--- config.mk ---
export PLATFORM = sky130hd
export DESIGN_NAME = spi_arb
export DESIGN_NICKNAME = d
export VERILOG_FILES = /design/src/rtl/spi_arb.sv
export SDC_FILE = /design/constraint.sdc
export NUM_CORES = 1
export LEC_CHECK = 0
export CELL_PAD_IN_SITES_DETAIL_PLACEMENT = 0
export CELL_PAD_IN_SITES_GLOBAL_PLACEMENT = 1
export CORE_UTILIZATION = 40
export DETAILED_ROUTE_END_ITERATION = 6
export DONT_BUFFER_PORTS = 1
export HOLD_SLACK_MARGIN = 0.1
export MAX_ROUTING_LAYER = met4
export PLACE_DENSITY = 0.67
export SLEW_MARGIN = 20
export SYNTH_ARGS = -nofsm -noshare
export SYNTH_HDL_FRONTEND = slang
export SYNTH_SLANG_ARGS = --single-unit
--- constraint.sdc ---
create_clock -name clk -period 3 [get_ports clk]
set_input_delay 0.6 -clock clk [delete_from_list [all_inputs] [get_ports clk]]
set_output_delay 0.6 -clock clk [all_outputs]
set_load 0.005 [all_outputs]
--- src/rtl/spi_arb.sv ---
// spi_arb: round-robin arbiter and sequencer sharing one 16-bit SPI master.
// Defining SPI_ARB_TMO_EN adds a WAIT timeout that completes the frame with 16'hFFFF and tmo_err.
module spi_arb #(
  parameter int NUM_REQ = 3,
  parameter int GAP_CYC = 4,
  parameter int TMO_CYC = 1024
) (
  input  logic                  clk,
  input  logic                  rst_n,
  input  logic [NUM_REQ-1:0]    req,
  input  logic [16*NUM_REQ-1:0] cmd_in,
  output logic [NUM_REQ-1:0]    ack,
  output logic [15:0]           rd_data_out,
  output logic                  busy,
  output logic                  tmo_err,
  output logic                  spi_wrt,
  output logic [15:0]           spi_cmd,
  input  logic                  spi_done,
  input  logic [15:0]           spi_rd_data
);

  localparam int IDX_W = $clog2(NUM_REQ);

  typedef enum logic [2:0] {IDLE, LAUNCH, WAIT, ACK, GAP} state_t;

  state_t             state_q, state_d;
  logic [IDX_W-1:0]   gnt_q, gnt_d;
  logic [IDX_W-1:0]   last_q, last_d;
  logic [15:0]        cmd_q, cmd_d;
  logic [15:0]        rd_q, rd_d;
  logic [NUM_REQ-1:0] ack_q, ack_d;
  logic               wrt_q, wrt_d;
  logic               first_q, first_d;
  logic [7:0]         gap_q, gap_d;
  logic               done_q;
  logic               done_rise;
  logic               tmo_hit;
  logic [IDX_W-1:0]   pick;
  logic               pick_vld;
  logic [IDX_W:0]     rr_sum;
  logic [IDX_W-1:0]   rr_idx;
  logic [15:0]        cmd_arr [NUM_REQ];

  for (genvar gi = 0; gi < NUM_REQ; gi++) begin : g_cmd
    assign cmd_arr[gi] = cmd_in[16*gi +: 16];
  end

  assign done_rise = spi_done & ~done_q;

  // Scan upward from the requester after the last one served, wrapping.
  always_comb begin
    pick     = '0;
    pick_vld = 1'b0;
    rr_sum   = '0;
    rr_idx   = '0;
    for (int k = 1; k <= NUM_REQ; k++) begin
      rr_sum = {1'b0, last_q} + (IDX_W+1)'(k);
      if (rr_sum >= (IDX_W+1)'(NUM_REQ)) begin
        rr_sum = rr_sum - (IDX_W+1)'(NUM_REQ);
      end
      rr_idx = rr_sum[IDX_W-1:0];
      if (!pick_vld && req[rr_idx]) begin
        pick_vld = 1'b1;
        pick     = rr_idx;
      end
    end
  end

  always_comb begin
    state_d = state_q;
    gnt_d   = gnt_q;
    last_d  = last_q;
    cmd_d   = cmd_q;
    rd_d    = rd_q;
    ack_d   = '0;
    wrt_d   = 1'b0;
    first_d = 1'b0;
    gap_d   = gap_q;
    unique case (state_q)
      IDLE: begin
        if (pick_vld) begin
          gnt_d   = pick;
          cmd_d   = cmd_arr[pick];
          wrt_d   = 1'b1;
          state_d = LAUNCH;
        end
      end
      LAUNCH: begin
        first_d = 1'b1;
        state_d = WAIT;
      end
      WAIT: begin
        // The first WAIT cycle may still see done from the previous frame.
        if (!first_q && done_rise) begin
          rd_d         = spi_rd_data;
          ack_d[gnt_q] = 1'b1;
          state_d      = ACK;
        end else if (tmo_hit) begin
          rd_d         = 16'hFFFF;
          ack_d[gnt_q] = 1'b1;
          state_d      = ACK;
        end
      end
      ACK: begin
        last_d  = gnt_q;
        gap_d   = '0;
        state_d = GAP;
      end
      GAP: begin
        if (gap_q == 8'(GAP_CYC - 1)) begin
          state_d = IDLE;
        end else begin
          gap_d = gap_q + 8'd1;
        end
      end
      default: state_d = IDLE;
    endcase
  end

  always_ff @(posedge clk) begin
    if (!rst_n) begin
      state_q <= IDLE;
      gnt_q   <= '0;
      last_q  <= IDX_W'(NUM_REQ - 1);
      cmd_q   <= '0;
      rd_q    <= '0;
      ack_q   <= '0;
      wrt_q   <= 1'b0;
      first_q <= 1'b0;
      gap_q   <= '0;
      done_q  <= 1'b0;
    end else begin
      state_q <= state_d;
      gnt_q   <= gnt_d;
      last_q  <= last_d;
      cmd_q   <= cmd_d;
      rd_q    <= rd_d;
      ack_q   <= ack_d;
      wrt_q   <= wrt_d;
      first_q <= first_d;
      gap_q   <= gap_d;
      done_q  <= spi_done;
    end
  end

`ifdef SPI_ARB_TMO_EN
  logic [15:0] tmo_cnt_q;
  logic        tmo_q;

  assign tmo_hit = (state_q == WAIT) && (tmo_cnt_q == 16'(TMO_CYC - 1));

  // Counter is zero outside WAIT, so it restarts on every WAIT entry.
  always_ff @(posedge clk) begin
    if (!rst_n) begin
      tmo_cnt_q <= '0;
      tmo_q     <= 1'b0;
    end else begin
      tmo_cnt_q <= (state_q == WAIT) ? tmo_cnt_q + 16'd1 : 16'd0;
      tmo_q     <= tmo_hit && !(!first_q && done_rise);
    end
  end

  assign tmo_err = tmo_q;
`else
  logic unused_tmo;

  assign tmo_hit    = 1'b0;
  assign tmo_err    = 1'b0;
  assign unused_tmo = (TMO_CYC > 0);
`endif

  assign ack         = ack_q;
  assign rd_data_out = rd_q;
  assign busy        = (state_q != IDLE);
  assign spi_wrt     = wrt_q;
  assign spi_cmd     = cmd_q;

endmodule

* Word-level counts from Yosys, hierarchy flattened *
Cells that the tools add are included.

storage, ports and cells
  memories = 0
  bits in latches = 0
  logic and storage cells = 82
  bits in writable memories = 0
  bits in registers = 53
  input bits = 70
  ROM bits = 0

operators by class
  multiply operators = 0
  equal/unequal tests = 9
  reductions and logical operators = 16
  bitwise operators = 3
  add/subtract/negate cells = 7
  divide/modulo/power cells = 0
  multiplexer cells = 28
  shift-type cells = 0
  magnitude comparators = 9

operator list
  operator                                             count
  binary-select mux 16 bit (select 2 bit)              1
  two-way mux 16 bit                                   2
  one-hot mux 8 bit (2 select lines)                   1
  one-hot mux 3 bit (5 select lines)                   1
  < comparator 2 x 3 -> 1 bit, second input constant   4
  two-way mux 2 bit                                    6
  >= comparator 3 x 2 -> 1 bit, second input constant  3
  two-way mux 1 bit                                    9
  two-way mux 3 bit                                    3
  adder 8 x 1 -> 8 bit, second input constant          1
  equality test 8 x 2 -> 1 bit, second input constant  1
  two-way mux 8 bit                                    1
  inequality test 2 bit, second input constant         4
  AND reduction 2 bit                                  4
  adder 2 x 2 -> 3 bit, second input constant          2
  binary-select mux 1 bit (select 2 bit)               3
  equality test 3 x 2 -> 1 bit, second input constant  2
  AND reduction 3 bit                                  2
  subtractor 2 bit, second input constant              3
  logical AND 1 bit                                    4
  adder 2 x 1 -> 3 bit, second input constant          1
  equality test 3 x 1 -> 1 bit, second input constant  1
  equality test 3 bit, second input constant           1
  >= comparator 3 bit, second input constant           1
  other kinds (9)                                      11

* Logic depth before layout (Yosys ltp) *
Gate-level depths: netlist of the first run.

  depth after elaboration = 16
  depth in mapped cells = 10

* Worst setup path before layout of the first run *
Ideal clock, no wire load.

  path type = reg-to-reg
  start = reg last_q[0]
  end = reg cmd_q[12] (netlist: spi_cmd[12])
  path buffers = 1
  arrival = 2.190 ns
  setup slack = 0.678 ns
  cell stages (with the launch flop) = 10
  period minus slack after synthesis = 2.322 ns
  library setup time = 0.131 ns
  data required time = 2.869 ns
  cells stage by stage = dfxtp_1 -> inv_1 -> ha_1 -> or3b_1 -> a21oi_1 -> nor2_1 -> a21oi_4 -> buf_12 -> mux2i_1 -> a31oi_1

between the ends
  longest elaborated chain between the ends = 16
  elaborated cells on any way between the ends = 33

ends and longest elaborated chain
  what                                                              RTL line  RTL
  start, declared                                                   28        logic [IDX_W-1:0] last_q, last_d;
  start signal, assigned                                            124       last_q <= IDX_W'(NUM_REQ - 1);
  start signal, assigned                                            135       last_q <= last_d;
  adder 2 x 1 -> 3 bit                                              57        rr_sum = {1'b0, last_q} + (IDX_W+1)'(k);
  >= comparator 3 x 2 -> 1 bit or subtractor 2 bit (tied branches)  58, 59
  two-way mux 2 bit                                                 58        if (rr_sum >= (IDX_W+1)'(NUM_REQ)) begin
  binary-select mux 1 bit (select 2 bit)                            62        if (!pick_vld && req[rr_idx]) begin
  two-way mux 1 bit (implied by the code)                           62
  two-way mux 1 bit                                                 62
  zero test 1 bit                                                   62
  logical AND 1 bit                                                 62
  two-way mux 1 bit                                                 62
  zero test 1 bit                                                   62
  logical AND 1 bit                                                 62
  two-way mux 2 bit                                                 62
  inverter 2 -> 3 bit (implied by the code)                         83        cmd_d = cmd_arr[pick];
  binary-select mux 16 bit (select 2 bit)                           83
  two-way mux 16 bit (implied by the code) (2 in a row)             83
  end signal, assigned                                              136       cmd_q <= cmd_d;
  end, declared                                                     29        logic [15:0] cmd_q, cmd_d;

Several ways; a longest one is shown, not always the timed one. The select of a mux whose other input is x is not followed.
A chain may end at the register's enable or synchronous reset.

* Worst setup path after layout of the first run *
  start = reg last_q[0]
  end = reg cmd_q[0] (netlist: spi_cmd[0])

Same word-level chain as after synthesis.

==> flow_summary_export.csv, run 1 <==
group,metric,value,unit
logic_synthesis,synth_area,2731,sq um
sta,fmax,370.3,MHz
clocking,post_cts.repair.setup_buffers,0,
floorplan,fp.coreArea,6459,sq um
floorplan,start_util,42.29,%
detailed_routing,drc,6,
cells_and_area,fillCellCount,647,
clocking,cts_sinks,53,
clocking,cts_tree,"yes",
detailed_routing,num_vias,2128,
cells_and_area,seq_area,1061,sq um
hold_path,hp-start,"rst_n",
critical_path,startpoint_type,"flip-flop",
sta,setup_viol,0,
detailed_routing,met2_length,2.746,mm
floorplan,dieArea,7163,sq um
global_route,first_global_vias,1990,
cells_and_area,final_cell_mix,"60 x nand2_1, 53 x dfxtp_1, 20 x mux2i_1",
floorplan,std_cell_rows,29,
critical_path,reg2reg_slack,0.30,ns
critical_path,endpoint_kind,"flip-flop",
floorplan,die_h,84.64,um
logic_synthesis,async_reset_ff_share,0,%
logic_synthesis,yosys_warnings,0,
logic_synthesis,synth.ff_latch_count,53,
detailed_routing,ant_nets,0,
critical_path,reg2reg_to,"spi_cmd[0]",
cells_and_area,multi_input_area,1525,sq um
sta,finalClockSkew,0.009840,ns
logic_synthesis,netlist.area_leader.share,38.85,%
sta,relSlewSlack,53.19,%
sta,finalHoldViolations,0,
global_route,grt_usage,17.06,%
sta,period_needed,2.700,ns
logic_synthesis,avgSynthCellArea,8.897,sq um
logic_synthesis,synth_fp_nets,382,
cells_and_area,drive_gt1_share,14.33,%
global_route,antenna_found_initial,0,
sta,tns,0,ns
clocking,cts_buffer_depth,2,
detailed_routing,drt-initial-drc-count,90,
detailed_routing,highest-signal-layer,"met4",
global_route,grt_pass1_wl,9.591,mm
sta,grt_setup_unrepaired,"no",
pwr,irDropWorstVdd,263.0,uV
logic_synthesis,yosysSeqAreaShare,38.85,%
logic_synthesis,ys_types,52,
outcome,outcome,"complete, but fails checks",
logic_synthesis,synthesis.instances,307,
critical_path,cp_max_fo,16,
detailed_routing,drt_first_pass_iters,7,
cells_and_area,n_antenna_cell,0,
floorplan,die_width,84.64,um
logic_synthesis,synth_area_leaders,"dfxtp_1 39%, nand2_1 8.2%, mux2i_1 7.3%",
global_route,grt_start_max_net_pins,46,
detailed_routing,wl_met3,459,um
clocking,numCtsBuffers,5,
sta,slew_viol_final,0,
detailed_routing,wl,5.994,mm
clocking,clkTransAtPathRegs,0.10,ns
logic_synthesis,synthFlopType,"dfxtp_1",
critical_path,path_cells,"inv_1 -> ha_1 -> buf_4 -> mux2i_1 -> o21ai_4 -> nor2_1 -> a21oi_4 -> mux2i_1 -> a31oi_1",
clocking,clk_latency,0.30,ns
critical_path,worstPathRequired,3.18,ns
placement,io_buffer_count,0,
critical_path,cp_data_arrival_time,2.88,ns
hold_path,hold_class,"input pin to flip-flop",
clocking,root_buffer,"clkbuf_8",
job,drv_cap,0,
clocking,hold_buffers,0,
placement,hpwl,4.079,mm
pwr,leakage,1.091,nW
cells_and_area,area_growth,4.397,%
outcome,violations,"DRC",
sta,period_share,90.02,%
placement,postPlaceCellArea,2739,sq um
critical_path,slowest_stage,"a21oi_4",
hold_path,holdPathEnd,"last_q[1]",
sta,worst_pin_slew,0.7006,ns
detailed_routing,wl_met1,2.736,mm
cells_and_area,finalInstanceArea,2851,sq um
detailed_routing,wl_per_cell,15.90,um
critical_path,crit_type,"flip-flop to flip-flop",
global_route,grt-ovfl-total,0,
logic_synthesis,yosysTopAreaCell,"dfxtp_1",
critical_path,reg2reg_from,"last_q[0]",
floorplan,io-pin-count,108,
critical_path,slowest_delay,0.58,ns
pwr,p_per_area,699.5,nW/um^2
cells_and_area,fin_nets,374,
cells_and_area,final_common_cell,"nand2_1",
placement,place.gp.congestion,0.8330,
critical_path,ff2ff_path_depth,9,
clocking,cts_resized,0,
detailed_routing,vias_per_cell,5.645,
logic_synthesis,synth_edf_count,0,
critical_path,path_common_cell,"mux2i_1",
clocking,cts_max_level,2,
hold_path,holdPathStages,1,
-- cells in the mapped netlist (2+ instances only) --
cell	number
a21boi_0	19
a21o_1	2
a21oi_1	2
a31oi_1	18
and2_1	2
and3_1	3
buf_2	3
buf_4	2
buf_6	3
clkbuf_1	9
dfxtp_1	53
ha_1	5
inv_1	5
mux2i_1	20
nand2_1	60
nand2b_1	3
nand3_1	8
nand3b_1	2
nor2_1	10
nor2b_1	2
nor3_1	4
nor3b_1	6
o21ai_0	2
o311ai_0	13
o311ai_1	3
or2_2	17
xnor2_1	2
xor2_1	5
-- sequential cells by signal, summed over array words and instances, names as in the netlist --
signal	cells
rd_data_out	16
ack	3
gap_q	8
done_q	1
last_q	2
spi_cmd	16
state_q	3
gnt_q	2
first_q	1
spi_wrt	1
-- worst max path at each step --
| stage | start | to | slack (ns) | cells after the start |
|---|---|---|---|---|
| global route | last_q[0] | spi_cmd[7] | 0.13 | 10 |
| CTS | last_q[0] | spi_cmd[0] | 0.29 | 9 |
| finish | last_q[0] | spi_cmd[0] | 0.30 | 9 |
| detailed placement | last_q[0] | spi_cmd[0] | 0.31 | 9 |
| global placement | last_q[0] | spi_cmd[1] | 0.40 | 9 |
| floorplan | last_q[0] | spi_cmd[12] | 0.68 | 9 |
-- per-stage QoR --
stage          utilization, %  std cells  worst slack [ns]  hold WS [ns]  total power, mW
6_report                44.15        377            0.2995        0.3973            1.995
5_1_grt                 44.15        377            0.1304        0.3565            2.133
4_1_cts                 44.15        377            0.2865        0.3497            2.020
3_5_place_dp            42.41        369            0.3064        0.4731            1.527
3_3_place_gp            42.41        369            0.4006        0.4667            1.517
2_1_floorplan               -        307            0.6783        0.4495            1.416
-- worst max-delay path: cells and delay by family (launching register included) --
kind                     cells  cell delay, ns
AO/OA/AOI/OAI                3            0.87
multiplexers                 2            0.47
adder cells (fa/ha/maj)      1            0.32
AND/OR/NAND/NOR              1            0.10
flip-flops                   1            0.50
buffers and inverters        2            0.32
-- logic make-up (layout without fill, tap and decap cells) --
group           after synthesis  after routing  synth area share (%)
compound gates               71             71                 21.07
xor+xnor                      7              7                 2.245
fa+ha+maj                     5              5                 2.290
buf+inv                      25             18                 5.313
flops                        53             53                 38.85
mux                          21             21                 7.742
other cells                   1              1                0.1373
simple gates                124            124                 22.36
-- per-layer routing --
metal / global-route usage [%] / vias to the layer above
met1: 21.39 / 975
li1: - / 1068
met2: 27.42 / 81
met3: 4.621 / 4
met4: 4.006 / 0
met5: - / -
-- report_power, final --
group,internal [mW],switching (mW),total (mW)
sequential,0.804,0.102,0.906
clock,0.250,0.238,0.488
combinational,0.278,0.322,0.600
total,1.33,0.662,1.99
-- final cells by class --
type / count / share of cell area [%]
flip-flops and latches: 53 / 37.21
repair buffers: 5 / 1.316
inverters: 5 / 0.6582
multi-input cells: 229 / 53.49
well taps: 77 / 3.379
clock inverters: 3 / 1.536
clock buffers: 5 / 2.413
Note: power is estimated with default switching activity, not from simulation.
==> inputs of run 2 (changes only) <==
--- a/constraint.sdc
+++ b/constraint.sdc
@@ -3,2 +3,2 @@
 set_output_delay 0.6 -clock clk [all_outputs]
-set_load 0.005 [all_outputs]
+set_load 0.01 [all_outputs]
==> flow_summary_export.csv, run 2 (synthesized netlist as in run 1, its figures left out) <==
group,metric,value,unit
detailed_routing,ant_nets,0,
floorplan,dieArea,7163,sq um
sta,fmax,371.6,MHz
pwr,leakage,1.074,nW
pwr,irDropWorstVdd,285.3,uV
sta,tns,0,ns
detailed_routing,num_vias,2122,
clocking,root_buffer,"clkbuf_8",
global_route,grt_usage,17.17,%
global_route,grt-ovfl-total,0,
cells_and_area,area_growth,3.756,%
detailed_routing,drc,7,
critical_path,cp_data_arrival_time,2.87,ns
pwr,p_per_area,692.2,nW/um^2
clocking,hold_buffers,0,
floorplan,start_util,42.29,%
outcome,outcome,"complete, but fails checks",
floorplan,io-pin-count,108,
detailed_routing,vias_per_cell,5.629,
global_route,grt_start_max_net_pins,46,
hold_path,hold_class,"input pin to flip-flop",
clocking,cts_resized,0,
floorplan,die_width,84.64,um
critical_path,worstPathRequired,3.18,ns
cells_and_area,final_common_cell,"nand2_1",
sta,whs,0.3661,ns
global_route,grt_pass1_wl,9.535,mm
placement,place.gp.congestion,0.8340,
critical_path,startpoint_type,"flip-flop",
cells_and_area,final_cell_mix,"60 x nand2_1, 53 x dfxtp_1, 20 x mux2i_1",
sta,period_needed,2.691,ns
sta,setup_slack,0.3093,ns
cells_and_area,drive_gt1_share,14.33,%
critical_path,crit_type,"flip-flop to flip-flop",
placement,dp_cells,369,
detailed_routing,drt_first_pass_iters,6,
clocking,post_cts.repair.setup_buffers,0,
sta,relSlewSlack,52.43,%
global_route,antenna_found_initial,0,
job,drv_cap,0,
cells_and_area,n_antenna_cell,0,
sta,worst_pin_slew,0.7120,ns
clocking,clk_latency,0.31,ns
critical_path,endpoint_kind,"flip-flop",
floorplan,die_h,84.64,um
detailed_routing,wl,6.056,mm
floorplan,fp.coreArea,6459,sq um
placement,hpwl,4.108,mm
critical_path,cp_max_fo,16,
clocking,cts_sinks,53,
pwr,p_total,1.962,mW
placement,post-place-ws,0.3177,ns
outcome,violations,"DRC",
detailed_routing,wl_per_cell,16.06,um
sta,grt_setup_unrepaired,"no",
global_route,first_global_vias,1933,
clocking,numCtsBuffers,5,
clocking,cts_buffer_depth,2,
sta,setup_viol,0,
clocking,cts_tree,"yes",
clocking,cts_max_level,2,
clocking,clkTransAtPathRegs,0.10,ns
floorplan,std_cell_rows,29,
cells_and_area,fin_nets,374,
placement,io_buffer_count,0,
sta,period_share,89.69,%
cells_and_area,stdcell_count,377,
sta,finalClockSkew,0.008398,ns
sta,finalHoldViolations,0,
sta,slew_viol_final,0,
detailed_routing,drt-initial-drc-count,137,
## run 2: cell types whose count changed in the layout (fill, tap and decap cells not counted), sizes merged
| cell | before | now |
|---|---|---|
| clkinvlp | 0 | 2 |
| bufinv | 1 | 0 |
| clkinv | 1 | 0 |
## run 2: final cells by class
cell class	count	area (sq um)
sequential	53	1061
clock buffer	5	68.82
clock inverter	3	26.28
timing repair buffer	5	37.54
inverter	5	18.77
fill	653	3625
multi-input combinational	229	1525
tap	77	96.34
## run 2: worst paths after layout
path / from / end / slack (ns) / cells after the start
setup / recovery: last_q[0] / spi_cmd[0] / 0.31 / 9
hold / removal: rst_n / last_q[1] / 0.37 / 1
setup reg to reg: last_q[0] / spi_cmd[0] / 0.31 / 9
hold reg to reg: gap_q[1] / gap_q[1] / 0.48 / 2
## run 2: routing by layer
layer  routed length (um)  part of all wire, %  up-vias  global-route usage [%]
met5                    0                    0        -                       -
met4                   45                 0.74        0                   4.777
met3                  483                  8.0        4                   5.113
met2                 2739                   45       87                   26.68
met1                 2788                   46      958                   21.70
li1                     -                    -     1073                       -
## run 2: power breakdown
part	internal [mW]	total [mW]	switching, mW
registers	0.804	0.936	0.132
clock network	0.170	0.422	0.252
logic	0.278	0.604	0.326
total	1.25	1.96	0.710
## run 2: metrics by stage
stage / area [sq um] / utilization, %
2_1_floorplan: 2731 / -
3_3_place_gp: 2739 / 42.41
3_5_place_dp: 2739 / 42.41
4_1_cts: 2834 / 43.88
5_1_grt: 2834 / 43.88
6_report: 2834 / 43.88
## run 2: critical path, stage by stage (launching register included)
cell and delay, ns:
dfxtp_1 0.49, inv_1 0.13, ha_1 0.32, buf_4 0.19, mux2i_1 0.18, o21ai_4 0.17, nor2_1 0.09, a21oi_4 0.59
mux2i_1 0.29, a31oi_1 0.11
==> inputs of run 3 (changes only) <==
--- a/config.mk
+++ b/config.mk
@@ -15,2 +15,3 @@
 export PLACE_DENSITY = 0.67
+export RECOVER_POWER = 25
 export SLEW_MARGIN = 20
==> constraint.sdc (replaced) <==
create_clock -name clk -period 3 [get_ports clk]
set_input_delay 0.45 -clock clk [delete_from_list [all_inputs] [get_ports clk]]
set_output_delay 0.45 -clock clk [all_outputs]
set_load 0.01 [all_outputs]
==> flow_summary_export.csv, run 3 (synthesized netlist as in run 1, its figures left out) <==
group,metric,value,unit
cells_and_area,stdcell_count,377,
placement,postPlaceCellArea,2739,sq um
hold_path,hp-start,"rst_n",
cells_and_area,area_growth,3.756,%
outcome,outcome,"complete, but fails checks",
cells_and_area,final_common_cell,"nand2_1",
global_route,grt_pass1_wl,9.535,mm
cells_and_area,n_antenna_cell,0,
pwr,leakage,1.074,nW
cells_and_area,finalInstanceArea,2834,sq um
outcome,violations,"DRC",
critical_path,slowest_stage,"a21oi_4",
clocking,clk_latency,0.31,ns
sta,grt_setup_unrepaired,"no",
sta,relSlewSlack,52.43,%
sta,period_needed,2.690,ns
sta,finalClockSkew,0.008217,ns
critical_path,reg2reg_from,"last_q[0]",
critical_path,startpoint_type,"flip-flop",
sta,tns,0,ns
critical_path,cp_max_fo,16,
pwr,irDropWorstVdd,285.3,uV
sta,worst_pin_slew,0.7120,ns
detailed_routing,wl,6.050,mm
detailed_routing,wl_per_cell,16.05,um
clocking,cts_buffer_depth,2,
clocking,cts_max_level,2,
critical_path,path_common_cell,"mux2i_1",
critical_path,reg2reg_slack,0.31,ns
detailed_routing,vias_per_cell,5.631,
pwr,p_total,1.961,mW
floorplan,start_util,42.29,%
floorplan,io-pin-count,108,
detailed_routing,drt_first_pass_iters,6,
critical_path,endpoint_kind,"flip-flop",
critical_path,worstPathRequired,3.18,ns
global_route,grt-ovfl-total,0,
detailed_routing,drt-initial-drc-count,137,
global_route,antenna_found_initial,0,
critical_path,path_cells,"inv_1 -> ha_1 -> buf_4 -> mux2i_1 -> o21ai_4 -> nor2_1 -> a21oi_4 -> mux2i_1 -> a31oi_1",
placement,hpwl,4.108,mm
clocking,hold_buffers,0,
sta,fmax,371.7,MHz
floorplan,dieArea,7163,sq um
sta,finalHoldViolations,0,
critical_path,crit_start,"last_q[0]",
cells_and_area,fin_nets,374,
clocking,cts_sinks,53,
sta,period_share,89.68,%
global_route,grt_start_max_net_pins,46,
global_route,first_global_vias,1933,
detailed_routing,ant_nets,0,
placement,post-place-ws,0.3177,ns
sta,slew_viol_final,0,
hold_path,hold_class,"input pin to flip-flop",
floorplan,die_h,84.64,um
floorplan,std_cell_rows,29,
job,drv_cap,0,
cells_and_area,drive_gt1_share,14.33,%
clocking,cts_resized,0,
clocking,root_buffer,"clkbuf_8",
cells_and_area,final_cell_mix,"60 x nand2_1, 53 x dfxtp_1, 20 x mux2i_1",
clocking,post_cts.repair.setup_buffers,0,
sta,setup_viol,0,
placement,dp_cells,369,
critical_path,crit_type,"flip-flop to flip-flop",
clocking,numCtsBuffers,5,
detailed_routing,num_vias,2123,
global_route,grt_usage,17.17,%
sta,whs,0.2172,ns
critical_path,slowest_delay,0.59,ns
clocking,clkTransAtPathRegs,0.10,ns
sta,setup_slack,0.3095,ns
floorplan,die_width,84.64,um
placement,io_buffer_count,0,
cells_and_area,utilization,43.88,%
clocking,cts_tree,"yes",
placement,place.gp.congestion,0.8340,
detailed_routing,drc,7,
cells_and_area,fillCellCount,653,
pwr,p_per_area,692.1,nW/um^2
floorplan,fp.coreArea,6459,sq um
critical_path,cp_data_arrival_time,2.87,ns
## run 3: cell type report
type | instances | area [sq um] | area share (%)
clock inverters | 3 | 26.28 | 0.9272
inverters | 5 | 18.77 | 0.6623
repair buffers | 5 | 37.54 | 1.325
clock buffers | 5 | 68.82 | 2.428
flip-flops and latches | 53 | 1061 | 37.44
multi-input cells | 229 | 1525 | 53.82
well taps | 77 | 96.34 | 3.400
## run 3: worst paths after layout
check / cells past startpoint / endpoint
setup / recovery: 9 / spi_cmd[0]
hold / removal: 1 / last_q[1]
setup reg to reg: 9 / spi_cmd[0]
hold reg to reg: 2 / gap_q[1]
## run 3: report_power, final
group / switching (mW) / internal (mW) / leakage (nW)
combinational: 0.326 / 0.277 / 0.599
sequential: 0.132 / 0.804 / 0.432
clock: 0.252 / 0.170 / 0.0423
total: 0.710 / 1.25 / 1.07
## run 3: critical path, delay by kind of cell, from the launching register on
family | cells | cell delay [ns]
adder cells (fa/ha/maj) | 1 | 0.32
AND/OR/NAND/NOR | 1 | 0.09
AO/OA/AOI/OAI | 3 | 0.87
flip-flops | 1 | 0.49
multiplexers | 2 | 0.47
buffers and inverters | 2 | 0.32
## run 3: routing by layer
metal / global-route usage [%] / wire [um]
met5: - / 0
met4: 4.777 / 45
met3: 5.113 / 483
met2: 26.68 / 2729
met1: 21.70 / 2792
